$ cat src/rtl/sim_sram_pkg.sv
// Shared types for the burst arbiter in front of the simulation SRAM word port.
package sim_sram_pkg;

    localparam int unsigned N_REQ = 2;

    typedef enum logic [1:0] {
        IDLE  = 2'd0,
        BURST = 2'd1,
        DRAIN = 2'd2
    } sram_arb_state_e;

    typedef logic owner_t;

    // One-hot per-requester vector for a given owner.
    function automatic logic [N_REQ-1:0] owner_onehot(input owner_t o);
        return {o, ~o};
    endfunction

endpackage

$ cat src/rtl/rr_arb2.sv
// Two-way round-robin winner select; the last_grant register lives in the parent.
module rr_arb2
    import sim_sram_pkg::*;
(
    input  logic [N_REQ-1:0] req_valid,
    input  owner_t           last_grant,
    output logic [N_REQ-1:0] grant_c,
    output owner_t           winner_c,
    output logic             any_c
);

    // On a tie the requester that did not win last time goes next.
    always_comb begin
        winner_c = 1'b0;
        if (req_valid == 2'b11) begin
            winner_c = ~last_grant;
        end else if (req_valid[1]) begin
            winner_c = 1'b1;
        end
    end

    assign any_c   = |req_valid;
    assign grant_c = any_c ? owner_onehot(winner_c) : '0;

endmodule

$ cat src/rtl/sim_sram_burst_arb.sv
// Burst controller with 2-way round-robin arbitration over one single-port sim SRAM.
// One burst at a time; one beat per cycle; read data returned to the burst owner.
module sim_sram_burst_arb
    import sim_sram_pkg::*;
#(
    parameter int unsigned ADDR_W = 32,
    parameter int unsigned DATA_W = 32,
    parameter int unsigned LEN_W  = 4
) (
    input  logic                    clk,
    input  logic                    rst_n,
    input  logic [N_REQ-1:0]        req_valid,
    output logic [N_REQ-1:0]        req_ready,
    input  logic [N_REQ-1:0]        req_we,
    input  logic [N_REQ*ADDR_W-1:0] req_addr,
    input  logic [N_REQ*LEN_W-1:0]  req_len,
    input  logic [N_REQ*DATA_W-1:0] wdata,
    output logic [N_REQ-1:0]        beat_ack,
    output logic [DATA_W-1:0]       rdata,
    output logic [N_REQ-1:0]        rdata_valid,
    output logic [N_REQ-1:0]        done,
    output logic                    mem_en,
    output logic                    mem_we,
    output logic [ADDR_W-1:0]       mem_addr,
    output logic [DATA_W-1:0]       mem_wdata,
    input  logic [DATA_W-1:0]       mem_rdata
);

    sram_arb_state_e   state, state_nxt;
    owner_t            owner, last_grant, win_c, src_c;
    logic [N_REQ-1:0]  win_grant_c;
    logic              win_any_c;
    logic              we_q;
    logic [ADDR_W-1:0] addr_q;
    logic [LEN_W-1:0]  len_q, cnt, cnt_inc_c;
    logic              accept_c, last_beat_c;

    logic              sel_we_c;
    logic [ADDR_W-1:0] sel_addr_c;
    logic [LEN_W-1:0]  sel_len_c;
    logic [DATA_W-1:0] sel_wdata_c;

    logic              mem_en_d, mem_we_d;
    logic [ADDR_W-1:0] mem_addr_d;
    logic [DATA_W-1:0] mem_wdata_d;
    logic [N_REQ-1:0]  beat_ack_d, rdata_valid_d, done_d;

    rr_arb2 u_arb (
        .req_valid  (req_valid),
        .last_grant (last_grant),
        .grant_c    (win_grant_c),
        .winner_c   (win_c),
        .any_c      (win_any_c)
    );

    assign accept_c    = (state == IDLE) && win_any_c;
    assign last_beat_c = (state == BURST) && (cnt == len_q);
    assign cnt_inc_c   = cnt + LEN_W'(1);
    // wdata comes from the arbiter winner while idle, from the latched owner during a burst.
    assign src_c       = (state == IDLE) ? win_c : owner;

    assign sel_we_c    = req_we[win_c];
    assign sel_addr_c  = win_c ? req_addr[2*ADDR_W-1:ADDR_W] : req_addr[ADDR_W-1:0];
    assign sel_len_c   = win_c ? req_len[2*LEN_W-1:LEN_W]    : req_len[LEN_W-1:0];
    assign sel_wdata_c = src_c ? wdata[2*DATA_W-1:DATA_W]    : wdata[DATA_W-1:0];

    // Read data passes straight through from the SRAM so it lines up with rdata_valid.
    assign rdata = (|rdata_valid) ? mem_rdata : '0;

    always_ff @(posedge clk or negedge rst_n) begin
        if (!rst_n) begin
            state <= IDLE;
        end else begin
            state <= state_nxt;
        end
    end

    always_comb begin
        state_nxt = state;
        case (state)
            IDLE:    if (accept_c) state_nxt = BURST;
            BURST:   if (last_beat_c) state_nxt = we_q ? IDLE : DRAIN;
            DRAIN:   state_nxt = IDLE;
            default: state_nxt = IDLE;
        endcase
    end

    // Next values of the registered outputs: each beat is prepared one cycle ahead.
    always_comb begin
        req_ready     = '0;
        mem_en_d      = 1'b0;
        mem_we_d      = 1'b0;
        mem_addr_d    = '0;
        mem_wdata_d   = '0;
        beat_ack_d    = '0;
        done_d        = '0;
        rdata_valid_d = (mem_en && !mem_we) ? owner_onehot(owner) : '0;
        case (state)
            IDLE: begin
                req_ready = win_grant_c;
                if (accept_c) begin
                    mem_en_d    = 1'b1;
                    mem_we_d    = sel_we_c;
                    mem_addr_d  = sel_addr_c;
                    mem_wdata_d = sel_we_c ? sel_wdata_c : '0;
                    beat_ack_d  = win_grant_c;
                end
            end
            BURST: begin
                if (last_beat_c) begin
                    done_d = owner_onehot(owner);
                end else begin
                    mem_en_d    = 1'b1;
                    mem_we_d    = we_q;
                    mem_addr_d  = addr_q + ADDR_W'(cnt_inc_c);
                    mem_wdata_d = we_q ? sel_wdata_c : '0;
                    beat_ack_d  = owner_onehot(owner);
                end
            end
            default: ;
        endcase
    end

    always_ff @(posedge clk or negedge rst_n) begin
        if (!rst_n) begin
            mem_en      <= 1'b0;
            mem_we      <= 1'b0;
            mem_addr    <= '0;
            mem_wdata   <= '0;
            beat_ack    <= '0;
            rdata_valid <= '0;
            done        <= '0;
            owner       <= 1'b0;
            last_grant  <= 1'b1;
            we_q        <= 1'b0;
            addr_q      <= '0;
            len_q       <= '0;
            cnt         <= '0;
        end else begin
            mem_en      <= mem_en_d;
            mem_we      <= mem_we_d;
            mem_addr    <= mem_addr_d;
            mem_wdata   <= mem_wdata_d;
            beat_ack    <= beat_ack_d;
            rdata_valid <= rdata_valid_d;
            done        <= done_d;
            if (accept_c) begin
                owner      <= win_c;
                last_grant <= win_c;
                we_q       <= sel_we_c;
                addr_q     <= sel_addr_c;
                len_q      <= sel_len_c;
                cnt        <= '0;
            end else if ((state == BURST) && !last_beat_c) begin
                cnt <= cnt_inc_c;
            end
        end
    end

endmodule
$ cat config.mk
export PLATFORM = sky130hd
export DESIGN_NAME = sim_sram_burst_arb
export DESIGN_NICKNAME = d
export VERILOG_FILES = /design/src/rtl/sim_sram_pkg.sv /design/src/rtl/rr_arb2.sv /design/src/rtl/sim_sram_burst_arb.sv
export SDC_FILE = /design/constraint.sdc
export NUM_CORES = 1
export LEC_CHECK = 0
export BUFFER_PORTS_ARGS = -buffer_cell sky130_fd_sc_hd__buf_2
export CORE_ASPECT_RATIO = 0.9
export CORE_MARGIN = 10
export CORE_UTILIZATION = 42
export DETAILED_ROUTE_END_ITERATION = 6
export PLACE_DENSITY = 0.77
export SLEW_MARGIN = 20
export SYNTH_ARGS = -nofsm -noshare
export SYNTH_HDL_FRONTEND = slang
export SYNTH_HIERARCHICAL = 1
export SYNTH_SLANG_ARGS = --single-unit
$ cat constraint.sdc
create_clock -name clk -period 2.3 [get_ports clk]
set_input_delay 0.69 -clock clk [delete_from_list [all_inputs] [get_ports clk]]
set_output_delay 0.69 -clock clk [all_outputs]
set_load 0.01 [all_outputs]
==> flow_metrics.tcl, run 1 <==
set metrics [dict create \
    grt_setup_unrepaired "yes" \
    hold_path_class "input port to asynchronous set/reset pin" \
    crit_path_top_delay_cell "or4_4" \
    max_slew_margin 0.7264 \
    first_global_vias 5373 \
    row_count 40 \
    routed_via_density 5.061 \
    antenna_found_initial 2 \
    overflow 0 \
    post-dp-hpwl_um 14550 \
    wl_per_cell_um 18.24 \
    crit_path_max_fanout 7 \
    cts-buffers-inserted 17 \
    fin_worst_skew_ns 0.01069 \
    synth_cells 580 \
    max_cap_viol_count 0 \
    start_util 0.4260 \
    coreArea_um2 13310 \
    fmaxAchievable_mhz 448.7 \
    post-route-period-util 0.9689 \
    clkTransAtPathRegs_ns 0.06 \
    critical_path_class "register to register" \
    synth_fp_nets 761 \
    port_buffers 279 \
    finalHoldViolCount 0 \
    finalSetupViolCount 0 \
    ant_nets 0 \
    status "complete, no violations" \
    fin_util 0.6091 \
    yosys_warnings 6 \
    clock_sink_count 117 \
    worst_pin_slew_ns 0.4105 \
    clk-insertion-delay-late_ns 0.41 \
    syn_area_per_cell_um2 9.779 \
    drtIter0Drc 240 \
    cp-end-kind "register" \
    areaGrowthSynthToFinish_pct 42.97 \
    grt_first_pass_wirelength_um 29430 \
    boundaryPins 280 \
    async_flop_share 1.000 \
    drc 0 \
    critPathTopFamily "simple AND/OR/NAND/NOR gates" \
    slew_viol_final 0 \
    grt_usage 0.2026 \
    layout_min_cycle_time_ns 2.229 \
    tns_ns 0 \
    die_width_um 142.5 \
    drive_above_1_share 0.4025 \
    die_h_um 130.2 \
    yosysSeqAreaShare 0.5164 \
    firstDrtPassIters 5 \
    worstPathRequired_ns 2.62 \
    grt_max_degree 75 \
    dieArea_um2 18560 \
    cp_num_buf_inv 0 \
    cts_hold_buf 0 \
    layout.nets 1045 \
    start_kind "register" \
    syn_area_um2 5672 \
    crit_chain "ha_2 > xor2_1 > ha_1 > a31o_4 > nand3_4 > or4_4 > o211ai_1" \
    gp_congestion 0.8592 \
    cts-root-buf "clkbuf_16" \
    crit_arrival_ns 2.55 \
    synth_enable_flop_cells 0 \
    power_density_nw_per_um2 1479 \
    p_leak_nw 4.233 \
    ys_types 41 \
    finalWirelength_um 19100 \
    ir_worst_vdd_uv 746.1 \
    ys_seq_elements 117 \
    vias 5299 \
    ctsHtreeMaxLevel 4 \
    cts_buffer_depth 2 \
    synth_ff_type "dfrtp_1" \
    critPathMaxStageDelay_ns 0.50 \
    total_power_mw 12.00 \
    cts_tree "done" \
]
## sequential cells by signal, indices dropped and copies added (netlist names), 2 cells and up
register and count:
mem_addr 32, addr_q 32, rdata_valid 2, state 2, cnt 4, done 2
len_q 4, beat_ack 2, mem_wdata 32
## cell usage after synthesis (11+ instances only)
master	count	area, um^2
nand2_1	119	446.7
dfrtp_1	116	2903
mux2i_1	38	380.4
o21ai_0	37	185.2
a21oi_1	35	175.2
nor2b_1	33	206.5
o22ai_1	25	156.4
xor2_1	22	192.7
clkbuf_1	21	78.83
nand4_1	14	87.58
buf_2	13	65.06
nor2_1	11	41.29
## placed cells by master, fill, tap and decap left out, types with 3 or more instances in the layout
master	count
inv_1	8
ha_1	5
xor2_1	22
clkbuf_16	17
nor4_1	4
buf_2	278
and2_1	5
buf_4	15
nor3b_1	3
or4_1	3
nand2_1	117
a21o_1	9
nor2_1	11
xnor2_1	9
nand4_1	14
nand3_1	9
mux2i_1	37
a21oi_1	33
clkinv_2	3
bufinv_16	4
and3_1	6
o22ai_1	25
o211ai_1	8
o21ai_0	37
dfrtp_1	115
buf_12	8
nor2b_1	33
clkinv_4	4
a21oi_2	3
## per-layer routing
metal / global-route usage / share of wire
met1: 0.2435 / 0.42
met4: 0.04848 / 0.0080
met3: 0.07773 / 0.088
met5: 0 / 0
met2: 0.3371 / 0.49
## worst register-to-register path, stage by stage, from the launching register on
cell	delay [ns]
dfrtp_1	0.43
ha_2	0.22
xor2_1	0.15
ha_1	0.38
a31o_4	0.23
nand3_4	0.13
or4_4	0.50
o211ai_1	0.11
## path summary, 6_finish.rpt
kind,startpoint,endpoint,slack (ns),depth (start not counted)
max,cnt[1],mem_addr[23],0.07,7
min,rst_n,mem_wdata[11],0.25,2
max reg2reg,cnt[1],mem_addr[23],0.07,7
min reg2reg,mem_we,rdata_valid[1],0.48,1
max in group asynchronous,rst_n,cnt[2],1.65,2
min in group clk,mem_we,rdata_valid[1],0.48,1
## cells by family (layout without fill, tap and decap cells)
kind of cell / count (synthesis) / in the layout / share of synthesized area
simple gates: 216 / 216 / 0.1853
compound gates: 126 / 126 / 0.1321
flops: 117 / 117 / 0.5164
buf+inv: 44 / 341 / 0.03287
mux: 38 / 38 / 0.06706
xor+xnor: 32 / 32 / 0.04941
fa+ha+maj: 7 / 7 / 0.01677
other cells: 0 / 2 / 0
## through the flow
step / cells / hold WS [ns] / area [um^2] / setup WS [ns]
after detailed placement: 1012 / 0.4707 / 7420 / 0.01250
after CTS: 1044 / 0.2584 / 8050 / 0.009643
after global placement: 1012 / 0.4410 / 7420 / 0.08593
final: 1047 / 0.2545 / 8109 / 0.07148
after global routing: 1047 / 0.2663 / 8109 / -0.05685
after floorplan: 580 / 0.3944 / 5672 / 0.09957
## report_power, final
part	switching [mW]	total, mW	internal, mW
Combinational	3.27	5.51	2.24
Clock	0.998	2.82	1.82
Sequential	0.620	3.67	3.05
Total	4.89	12.0	7.11
## area by class of cell
class | count | area, um^2
well taps | 168 | 210.2
fillers | 1130 | 5204
clock inverters | 15 | 202.7
diodes | 2 | 5.005
inverters | 8 | 30.03
repair buffers | 301 | 1664
flip-flops and latches | 117 | 2930
multi-input cells | 419 | 2641
clock buffers | 17 | 425.4
## what timing repair did
action	CTS	global route
pin swaps	0	2
gates resized for setup	1	10
endpoints found under the setup margin	1	22
setup buffers	0	1
Power figures use the tool's default switching activity.
==> run 2, diff against run 1 <==
Settings changed: PLACE_DENSITY 0.77 to 0.75.
==> flow_metrics.tcl, run 2 (synthesized netlist as in run 1, its figures left out) <==
set metrics [dict create \
    max_slew_margin 0.6814 \
    cts_buffer_depth 2 \
    fin_cells 1047 \
    routed_via_density 5.119 \
    hold_path_class "input port to asynchronous set/reset pin" \
    ctsHtreeMaxLevel 4 \
    post-place-ws_ns -0.07493 \
    antenna_found_initial 0 \
    crit_path_max_fanout 7 \
    drive_above_1_share 0.4009 \
    mostFrequentLayoutCells "buf_2, nand2_1, dfrtp_1" \
    drtIter0Drc 300 \
    firstDrtPassIters 4 \
    coreArea_um2 13310 \
    first_global_vias 5544 \
    finalWirelength_um 19020 \
    total_power_mw 11.96 \
    post-route-period-util 0.9591 \
    grt_usage 0.2025 \
    power_density_nw_per_um2 1471 \
    cts_tree "done" \
    worst_pin_slew_ns 0.4779 \
    start_util 0.4260 \
    clock_sink_count 117 \
    cts-buffers-inserted 17 \
    dieArea_um2 18560 \
    use_met2 0.3354 \
    gp_congestion 0.8402 \
    die_h_um 130.2 \
    dp_cells 1011 \
    grt_first_pass_wirelength_um 29630 \
    clkTransAtPathRegs_ns 0.06 \
    clk-insertion-delay-late_ns 0.41 \
    row_count 40 \
    port_buffers 279 \
    areaGrowthSynthToFinish_pct 43.41 \
    ant_nets 0 \
    fin_util 0.6110 \
    max_cap_viol_count 0 \
    ir_worst_vdd_uv 851.6 \
    post-dp-hpwl_um 14440 \
    layout_min_cycle_time_ns 2.206 \
    layout_commonest_cell "buf_2" \
    use_met1 0.2452 \
    p_leak_nw 4.231 \
    fin_worst_skew_ns 0.007630 \
    wl_per_cell_um 18.17 \
    setup_ws_ns 0.09403 \
    fmaxAchievable_mhz 453.3 \
    layout.nets 1046 \
    crit_arrival_ns 2.54 \
    largestRegisters "addr_q (32), mem_addr (32), mem_wdata (32)" \
    overflow 0 \
    worstPathRequired_ns 2.63 \
    drc 0 \
    cts_hold_buf 0 \
    grt_setup_unrepaired "yes" \
    start_kind "register" \
    boundaryPins 280 \
    critical_path_class "register to register" \
    vias 5360 \
    grtUsageMet3 0.07120 \
    grt_busiest_layer "met2" \
    cts-root-buf "clkbuf_16" \
    die_width_um 142.5 \
    cp-end-kind "register" \
    finalSetupViolCount 0 \
    grt_max_degree 93 \
    slew_viol_final 0 \
    num-fill-cells 1165 \
    finalHoldViolCount 0 \
    status "complete, no violations" \
]
## run 2: metrics by stage
| step | setup TNS (ns) | instance area, um^2 | hold WS, ns |
|---|---|---|---|
| finish | 0 | 8134 | 0.2324 |
| global route | -0.05391 | 8132 | 0.2587 |
| CTS | 0 | 8044 | 0.2458 |
| detailed placement | -0.2054 | 7415 | 0.4606 |
| global placement | 0 | 7415 | 0.4363 |
| floorplan | 0 | 5672 | 0.3944 |
## run 2: metal layers
layer / wire (um) / share of wire
met1: 7941 / 0.42
met5: 0 / 0
met3: 1723 / 0.091
met2: 9125 / 0.48
met4: 229 / 0.012
## run 2: critical path, cell delays in order, from the launching register on
cell	delay, ns
dfrtp_1	0.39
ha_2	0.31
ha_1	0.27
a21o_1	0.15
a31o_4	0.23
nand3_4	0.13
or4_1	0.54
o211ai_1	0.10
## run 2: where the power goes
part	switching, mW	leakage, nW	internal [mW]
Combinational	3.28	2.45	2.28
Sequential	0.618	1.49	3.05
Clock	0.952	0.296	1.79
## run 2: layout make-up
class	instances	area, um^2	area share
flip-flops and latches	117	2930	0.3603
multi-input cells	419	2663	0.3273
repair buffers	302	1679	0.2064
clock buffers	21	470.5	0.05784
well taps	168	210.2	0.02584
clock inverters	11	148.9	0.01830
inverters	8	30.03	0.003692
diodes	1	2.502	0.0003076
## run 2: final timing paths
check | from | to | slack (ns) | depth (start not counted)
min in group clk | mem_we | rdata_valid[1] | 0.47 | 1
max | cnt[0] | mem_addr[31] | 0.09 | 7
min reg2reg | mem_we | rdata_valid[1] | 0.47 | 1
max reg2reg | cnt[0] | mem_addr[31] | 0.09 | 7
min | rst_n | mem_wdata[15] | 0.23 | 1
max in group asynchronous | rst_n | last_grant | 1.46 | 2
## run 2: repair_timing
action / CTS / global route
setup endpoints to repair: 9 / 23
gates resized for setup: 2 / 11
pin swaps: 0 / 7
buffers inserted: 0 / 3
==> run 3, diff against run 2 <==
Settings changed: CORE_MARGIN 10 to 4.
==> flow_metrics.tcl, run 3 (synthesized netlist as in run 1, its figures left out) <==
set metrics [dict create \
    worst_pin_slew_ns 0.4703 \
    tns_ns 0 \
    setup_ws_ns 0.07955 \
    n_antenna_cell 0 \
    design_area_um2 8115 \
    p_leak_nw 4.229 \
    finalWirelength_um 17040 \
    dr_wl_met2_um 8393 \
    worstPathRequired_ns 2.62 \
    die_h_um 118.2 \
    grt_max_degree 48 \
    row_count 40 \
    cts-buffers-inserted 17 \
    vias 5296 \
    ant_nets 0 \
    die_width_um 130.5 \
    critPathTopFamily "simple AND/OR/NAND/NOR gates" \
    slew_viol_final 0 \
    grt_first_pass_wirelength_um 26080 \
    cts_tree "done" \
    critical_path_class "register to register" \
    clock_sink_count 117 \
    placed_area_um2 7456 \
    dieArea_um2 15430 \
    crit_path_max_fanout 7 \
    dr_wl_met3_um 1442 \
    hold_path_class "input port to asynchronous set/reset pin" \
    clk-insertion-delay-late_ns 0.41 \
    cts_buffer_depth 2 \
    start_kind "register" \
    grt_usage 0.2159 \
    clkTransAtPathRegs_ns 0.05 \
    cts_setup_buffers 0 \
    antenna_found_initial 0 \
    power_density_nw_per_um2 1461 \
    post-route-period-util 0.9654 \
    start_util 0.4276 \
    total_power_mw 11.85 \
    max_slew_margin 0.6865 \
    largestRegisters "addr_q (32), mem_addr (32), mem_wdata (32)" \
    crit_chain "ha_2 > xor2_1 > ha_1 > a31o_4 > nand3_4 > or4_1 > o211ai_1" \
    post-dp-hpwl_um 13020 \
    areaGrowthSynthToFinish_pct 43.08 \
    ctsHtreeMaxLevel 4 \
    first_global_vias 5084 \
    gp_congestion 0.8540 \
    drive_above_1_share 0.3961 \
    mostFrequentLayoutCells "buf_2, nand2_1, dfrtp_1" \
    layout.nets 1044 \
    post-place-ws_ns -0.08723 \
    cts_hold_buf 0 \
    layout_min_cycle_time_ns 2.220 \
    coreArea_um2 13260 \
    critPathMaxStageDelay_ns 0.49 \
    wl_per_cell_um 16.32 \
    finalHoldViolCount 0 \
    firstDrtPassIters 4 \
    status "complete, no violations" \
    routedLengthMet1_um 6999 \
    max_cap_viol_count 0 \
    hold_ws_ns 0.2342 \
    cp-end-kind "register" \
    layout_commonest_cell "buf_2" \
    crit_path_top_delay_cell "or4_1" \
    grt_setup_unrepaired "yes" \
    cts-root-buf "clkbuf_16" \
    finalSetupViolCount 0 \
    ir_worst_vdd_uv 616.4 \
    drc 0 \
    port_buffers 279 \
    drtIter0Drc 300 \
    crit_arrival_ns 2.54 \
    top_layer "met4" \
    fin_worst_skew_ns 0.005958 \
    cp_num_buf_inv 0 \
    boundaryPins 280 \
    fmaxAchievable_mhz 450.4 \
    routed_via_density 5.073 \
    overflow 0 \
]
[run 3: cell types whose count changed in the layout (fill, tap and decap cells not counted), moves of 2 or more]
cell      before  now
clkinv_4       2    0
buf_4         14   12
clkbuf_8       3    5
buf_6          2    0
buf_12         8   10
clkbuf_1       1    3
[run 3: area by class of cell]
class	instances	area [um^2]
clock buffers	25	505.5
multi-input cells	419	2640
fillers	1127	5147
well taps	168	210.2
clock inverters	7	117.6
repair buffers	300	1682
flip-flops and latches	117	2930
inverters	8	30.03
[run 3: repair_timing]
action,CTS,global route
pin swaps,0,3
setup endpoints to repair,7,22
gates resized for setup,2,6
[run 3: through the flow]
step | std cells | util
2_1_floorplan | 580 | -
3_3_place_gp | 1012 | 0.5622
3_5_place_dp | 1012 | 0.5622
4_1_cts | 1044 | 0.6096
5_1_grt | 1044 | 0.6119
6_report | 1044 | 0.6119
[run 3: where the power goes]
| group | total, mW | internal (mW) | leakage (nW) | switching (mW) |
|---|---|---|---|---|
| registers | 3.68 | 3.05 | 1.49 | 0.631 |
| logic | 5.43 | 2.26 | 2.45 | 3.17 |
| clock network | 2.74 | 1.85 | 0.296 | 0.894 |
[run 3: worst paths after layout]
| check | start | to | slack (ns) | cells after the start |
|---|---|---|---|---|
| max | cnt[1] | mem_addr[23] | 0.08 | 7 |
| min | rst_n | mem_wdata[17] | 0.23 | 1 |
| max reg2reg | cnt[1] | mem_addr[23] | 0.08 | 7 |
| min reg2reg | we_q | state[1] | 0.47 | 1 |
| max in group asynchronous | rst_n | addr_q[23] | 1.45 | 2 |
| min in group clk | we_q | state[1] | 0.47 | 1 |
[run 3: layer usage]
metal,global-route usage,vias to the layer above
met1,0.2797,2469
met5,0,-
met2,0.3565,226
met4,0.06298,0
li1,-,2587
met3,0.05332,14
